### config.mk
export PLATFORM = sky130hd
export DESIGN_NAME = decryption_scheduler
export DESIGN_NICKNAME = d
export VERILOG_FILES = /design/src/rtl/decryption_scheduler.sv
export SDC_FILE = /design/constraint.sdc
export NUM_CORES = 1
export LEC_CHECK = 0
export CORE_MARGIN = 3
export CORE_UTILIZATION = 30
export DETAILED_ROUTE_END_ITERATION = 12
export GPL_TIMING_DRIVEN = 0
export PLACE_DENSITY = 0.55
export SYNTH_ARGS = -nofsm -noshare
export SYNTH_HDL_FRONTEND = slang
export SYNTH_SLANG_ARGS = --single-unit
### constraint.sdc
create_clock -name clk -period 6.1 [get_ports clk]
set_clock_uncertainty 0.05 [all_clocks]
set_input_delay 0.915 -clock clk [delete_from_list [all_inputs] [get_ports clk]]
set_output_delay 0.915 -clock clk [all_outputs]
set_load 0.1 [all_outputs]
### src/rtl/decryption_scheduler.sv
// Routes an upstream character stream to one of three cipher engines, then relays that engine's output.
// Forwarding and relaying both take one registered cycle; busy_o holds off upstream while an engine drains.
module decryption_scheduler #(
    parameter int                  D_WIDTH                = 8,
    parameter int                  MAX_NOF_CHARS          = 50,
    parameter logic [D_WIDTH-1:0]  START_DECRYPTION_TOKEN = 8'hFA,
    parameter int                  TIMEOUT                = 255
) (
    input  logic                   clk,
    input  logic                   rst,
    input  logic [1:0]             sel_i,
    input  logic [D_WIDTH-1:0]     data_i,
    input  logic                   valid_i,
    output logic                   busy_o,
    output logic [D_WIDTH-1:0]     eng_data_o,
    output logic [2:0]             eng_valid_o,
    input  logic [2:0]             eng_busy_i,
    input  logic [3*D_WIDTH-1:0]   eng_data_i,
    input  logic [2:0]             eng_valid_i,
    output logic [D_WIDTH-1:0]     data_o,
    output logic                   valid_o,
    output logic                   err_o
);

    typedef enum logic [1:0] {IDLE, COLLECT, FLUSH, DRAIN} state_t;

    localparam int CW = $clog2(MAX_NOF_CHARS + 1);
    localparam int WW = $clog2(TIMEOUT + 1);
    localparam logic [CW-1:0] CNT_MAX = CW'(MAX_NOF_CHARS);
    localparam logic [WW-1:0] WD_MAX  = WW'(TIMEOUT);

    state_t             state, state_d;
    logic [CW-1:0]      count, count_d, count_inc;
    logic [WW-1:0]      wd, wd_d, wd_inc;
    logic [1:0]         sel_q, sel_d;
    logic               seen_busy, seen_busy_d;
    logic               busy_d, err_d, valid_d;
    logic [D_WIDTH-1:0] data_d, eng_data_d;
    logic [2:0]         eng_valid_d;

    logic               in_tok;
    logic [2:0]         sel_oh_i, sel_oh_q;
    logic               eng_vld, eng_bsy;
    logic [D_WIDTH-1:0] eng_dat;

    assign in_tok    = (data_i == START_DECRYPTION_TOKEN);
    assign sel_oh_i  = 3'b001 << sel_i;
    assign sel_oh_q  = 3'b001 << sel_q;
    assign count_inc = count + CW'(1);
    assign wd_inc    = wd + WW'(1);

    // Only the locked engine is observed; the others are don't-care.
    always_comb begin
        eng_vld = 1'b0;
        eng_bsy = 1'b0;
        eng_dat = '0;
        case (sel_q)
            2'd0: begin
                eng_vld = eng_valid_i[0];
                eng_bsy = eng_busy_i[0];
                eng_dat = eng_data_i[0 +: D_WIDTH];
            end
            2'd1: begin
                eng_vld = eng_valid_i[1];
                eng_bsy = eng_busy_i[1];
                eng_dat = eng_data_i[D_WIDTH +: D_WIDTH];
            end
            2'd2: begin
                eng_vld = eng_valid_i[2];
                eng_bsy = eng_busy_i[2];
                eng_dat = eng_data_i[2*D_WIDTH +: D_WIDTH];
            end
            default: ;
        endcase
    end

    always_comb begin
        state_d     = state;
        count_d     = count;
        wd_d        = wd;
        sel_d       = sel_q;
        seen_busy_d = seen_busy;
        err_d       = 1'b0;
        eng_valid_d = '0;
        eng_data_d  = eng_data_o;
        valid_d     = 1'b0;
        data_d      = data_o;
        case (state)
            IDLE: begin
                if (valid_i && !in_tok) begin
                    if (sel_i == 2'd3) begin
                        err_d = 1'b1;
                    end else begin
                        sel_d       = sel_i;
                        eng_data_d  = data_i;
                        eng_valid_d = sel_oh_i;
                        count_d     = CW'(1);
                        state_d     = (CW'(1) == CNT_MAX) ? FLUSH : COLLECT;
                    end
                end
            end
            COLLECT: begin
                if (valid_i) begin
                    eng_data_d  = data_i;
                    eng_valid_d = sel_oh_q;
                    if (in_tok) begin
                        state_d     = DRAIN;
                        wd_d        = '0;
                        seen_busy_d = 1'b0;
                    end else begin
                        count_d = count_inc;
                        if (count_inc == CNT_MAX) state_d = FLUSH;
                    end
                end
            end
            FLUSH: begin
                eng_data_d  = START_DECRYPTION_TOKEN;
                eng_valid_d = sel_oh_q;
                err_d       = 1'b1;
                state_d     = DRAIN;
                wd_d        = '0;
                seen_busy_d = 1'b0;
            end
            DRAIN: begin
                valid_d = eng_vld;
                if (eng_vld) data_d = eng_dat;
                if (eng_bsy) seen_busy_d = 1'b1;
                wd_d = eng_vld ? '0 : wd_inc;
                // A clean completion wins over a watchdog expiring on the same cycle.
                if (seen_busy && !eng_bsy && !eng_vld) begin
                    state_d     = IDLE;
                    seen_busy_d = 1'b0;
                    wd_d        = '0;
                end else if (!eng_vld && wd_inc == WD_MAX) begin
                    state_d     = IDLE;
                    seen_busy_d = 1'b0;
                    wd_d        = '0;
                    err_d       = 1'b1;
                end
            end
        endcase
    end

    assign busy_d = (state_d == FLUSH) || (state_d == DRAIN);

    always_ff @(posedge clk) begin
        if (rst) begin
            state       <= IDLE;
            count       <= '0;
            wd          <= '0;
            sel_q       <= '0;
            seen_busy   <= 1'b0;
            busy_o      <= 1'b0;
            err_o       <= 1'b0;
            eng_valid_o <= '0;
            eng_data_o  <= '0;
            valid_o     <= 1'b0;
            data_o      <= '0;
        end else begin
            state       <= state_d;
            count       <= count_d;
            wd          <= wd_d;
            sel_q       <= sel_d;
            seen_busy   <= seen_busy_d;
            busy_o      <= busy_d;
            err_o       <= err_d;
            eng_valid_o <= eng_valid_d;
            eng_data_o  <= eng_data_d;
            valid_o     <= valid_d;
            data_o      <= data_d;
        end
    end

endmodule

==> metrics.md <==
| Metric | Value |
|---|---|
| Final Non-Filler Cells | around 440 |
| Worst path arrival time | approximately 1.8 ns |
| Critical Path End Type | output pin |
| Routed len/inst | 14.0 um |
| Largest net degree at the start of global routing | 14 |
| Pwr Density | 289 mW/mm2 |
| Tot Pwr | roughly 0.9 mW |
| Vias/cell | a little over 5 |
| Port Buffers | 64 |
| CP Class | reg2out |
| CTS Root Cell | clkbuf_8 |
| IO Count | 65 |
| Total instance count after detailed placement | approximately 440 |
| Setup violators final | 0 |
| Detailed Place HPWL | ~4800 um |
| Clk sinks | 41 |
| Syn nets | 323 |
| Starting DRT DRC Count | 58 |
| Register area share after synthesis | 37.0% |
| Global-route wire length before repair | just over 10000 um |
| Final period utilization | ~45% |
| FP Rows | 30 |
| Cell area after synthesis | approximately 0.0022 mm2 |
| GPL Wtd Cong | between 0.8 and 0.9 |
| RSZ-0062 raised after global routing | no |
| Crit-path max cell delay | 1.14 ns |
| Share of the synthesized area in the top cell type | 37.0% |
| Max IR drop VDD | between 0.1 and 0.15 mV |
| Final Slew Violations | 0 |
| Number of enable flip-flop cells after synthesis | 0 |
| Drt drc | 0 |
| Vias in the first global route | between 2000 and 2500 |
| Syn Area/Cell | approximately 8.0 um2 |
| Async SR Flop Fraction | 0% |
| Synth warn | 0 |
| Synth Area in Simple Gates | between 20 and 25% |
| Synth Area in XOR/XNOR | under 10% |
| Chip width | 92.0 um |
| Diodes inserted | 0 |
| Final ANT Viol Nets | 0 |
| TritonCTS clock tree | yes |
| First-pass DRT Iterations | 4 |
| Min-delay worst type | reg2reg |
| Area Overhead vs Synth | 40.3% |
| Core area | around 0.0070 mm2 |
| Die Area | 0.00847 mm2 |
| Slew @ Worst Pin | roughly 0.99 ns |
| Num CTS Buffers | 5 |
| CTS clk-pin slew, worst paths | about 0.08 ns |
| Max Cap Viol | 0 |
| Final min period | 2.74 ns |
| Status | finished clean |
| Hold_buf cts | 0 |
| CP Buf/Inv Count | 1 |
| Postcts setup bufs | 0 |
| Initial Utilization | 31.8% |
| Post-CTS sizing | 0 |
| Post-Synth Adder-Cell Area | under 10% |
| Max transition margin | about a third |
| GRT overflow | 0 |
| GRT Total Usage | 14.6% |
| Netlist cell types | between 40 and 50 |
| CP required | between 5 and 6 ns |
| Fin. Hold Viols | 0 |
| Mapped Cells | between 200 and 300 |
| Critical path's slowest cell | clkdlybuf4s50_1 |
| Share of cells above drive strength 1 | under 10% |
| Largest family of logic cells by synthesized area | simple AND/OR/NAND/NOR gates |
| Post-synth top flop | dfxtp_1 |
| WL final | 6210 um |
| Synth area leader | dfxtp_1 |
| Via count | 2233 |
| Antenna violations before repair | 0 |
| Die Y | roughly 92 um |
| Worst-path cell chain | clkdlybuf4s50_1 |
| Layout Nets | about 390 |
| Mux contribution to synthesized area | 5.41% |
| Top delay family on crit path | buffers and inverters |
| H-tree levels | 2 |
| Maximum clock frequency | 365 MHz |
| CTS Buffer Depth | 2 |
| Compound-Gate Fraction of Synth Area | between 20% and 30% |
| CP Launch Type | register |
| Top cells by area, synth | dfxtp_1 (37%), nor2_1 (7.8%), mux2i_1 (5.4%) |
| Leak | between 1 and 1.5 nW |
| Clk Latency, worst-skew pair | 0.29 ns |
| Synthesized flop and latch total | roughly 40 |
| Setup TNS Final | 0 ns |
| Worst Path Max Fanout | 2 |
-- sequential cells by signal, indices dropped and copies added, names as in the netlist, 2 cells and up --
register,cells
state,2
eng_data_o,8
wd,8
sel_q,2
eng_valid_o,3
data_o,8
count,6
-- final timing paths --
check	from	slack, ns	cells past startpoint	endpoint
setup / recovery	data_o[0]	3.36	1	data_o[0]
setup reg to reg	wd[1]	3.93	7	err_o
hold / removal	wd[7]	0.44	2	wd[7]
hold reg to reg	wd[7]	0.44	2	wd[7]
-- per-stage QoR --
stage | hold WS, ns | setup WS (ns) | cell area, um2 | utilization (%)
CTS | 0.435 | 3.34 | 3110 | 44.6
detailed placement | 0.423 | 3.07 | 2980 | 42.7
global placement | 0.417 | 3.09 | 2980 | 42.7
floorplan | 0.400 | 3.82 | 2220 | -
finish | 0.438 | 3.36 | 3110 | 44.6
global route | 0.468 | 3.10 | 3110 | 44.6
-- per-layer routing --
| layer | global-route usage, % | part of all wire [%] | routed length, um | vias to the layer above |
|---|---|---|---|---|
| met4 | 4.08 | 1.1 | 69 | 0 |
| met1 | 18.7 | 47 | 2940 | 1020 |
| li1 | - | - | - | 1149 |
| met3 | 4.27 | 7.1 | 444 | 5 |
| met2 | 23.7 | 44 | 2760 | 59 |
| met5 | 0 | 0 | 0 | - |
-- placed cells by master, fill, tap and decap left out, types with 5 or more instances in the layout --
cell type and count:
a211oi_1 16, a21oi_1 22, a311oi_1 5, buf_2 8, clkbuf_1 10, clkbuf_8 5, clkdlybuf4s50_1 64, dfxtp_1 41
inv_1 8, mux2i_1 12, nand2_1 14, nand3_1 8, nor2_1 46, nor2b_1 6, nor3_1 15, o211ai_1 7
o21ai_0 7
-- report_power, final --
part	internal (mW)	switching, mW
Clock	0.163	0.0956
Sequential	0.292	0.0156
Combinational	0.103	0.229
Total	0.558	0.340
-- cell type report --
class	instances	area, um2
Inverter	8	30.0
Buffer	19	88.8
Timing Repair Buffer	64	641
Clock buffer	5	68.8
Clock inverter	3	65.1
Multi-Input combinational cell	208	1280
Sequential cell	41	821
Tap cell	96	120
Fill cell	715	3870
-- cells in the mapped netlist (all sizes together) (2+ instances only) --
cell type	number
ha	4
nor3	15
a41oi	2
clkbuf	10
nand4	4
a211oi	16
xor2	4
mux2i	12
and3	3
nor2	46
nor3b	2
o2111ai	3
nand2	14
or2	2
nand4b	2
dfxtp	41
and2	2
a31o	2
o21ai	8
nand3b	3
buf	9
nand3	9
a31oi	3
a311oi	5
a21oi	22
o211ai	7
o211a	2
inv	8
nor2b	6
or3	2
-- worst reg2reg max path, cell delays in order, from the launching register on --
cell,delay [ns]
dfxtp_1,0.43
ha_1,0.27
nand3_2,0.13
or3_1,0.39
a211o_1,0.33
buf_6,0.15
nor3b_2,0.15
o221a_2,0.21
-- kinds of logic after synthesis --
family / count (synthesis)
DFF: 41
muxes: 12
xor gates and xnor gates: 4
adders and majority gates: 4
buffers and inverters: 27
and+or+nand+nor: 111
AOI/OAI and AO/OA: 77
Note: power is estimated with default switching activity, not from simulation.
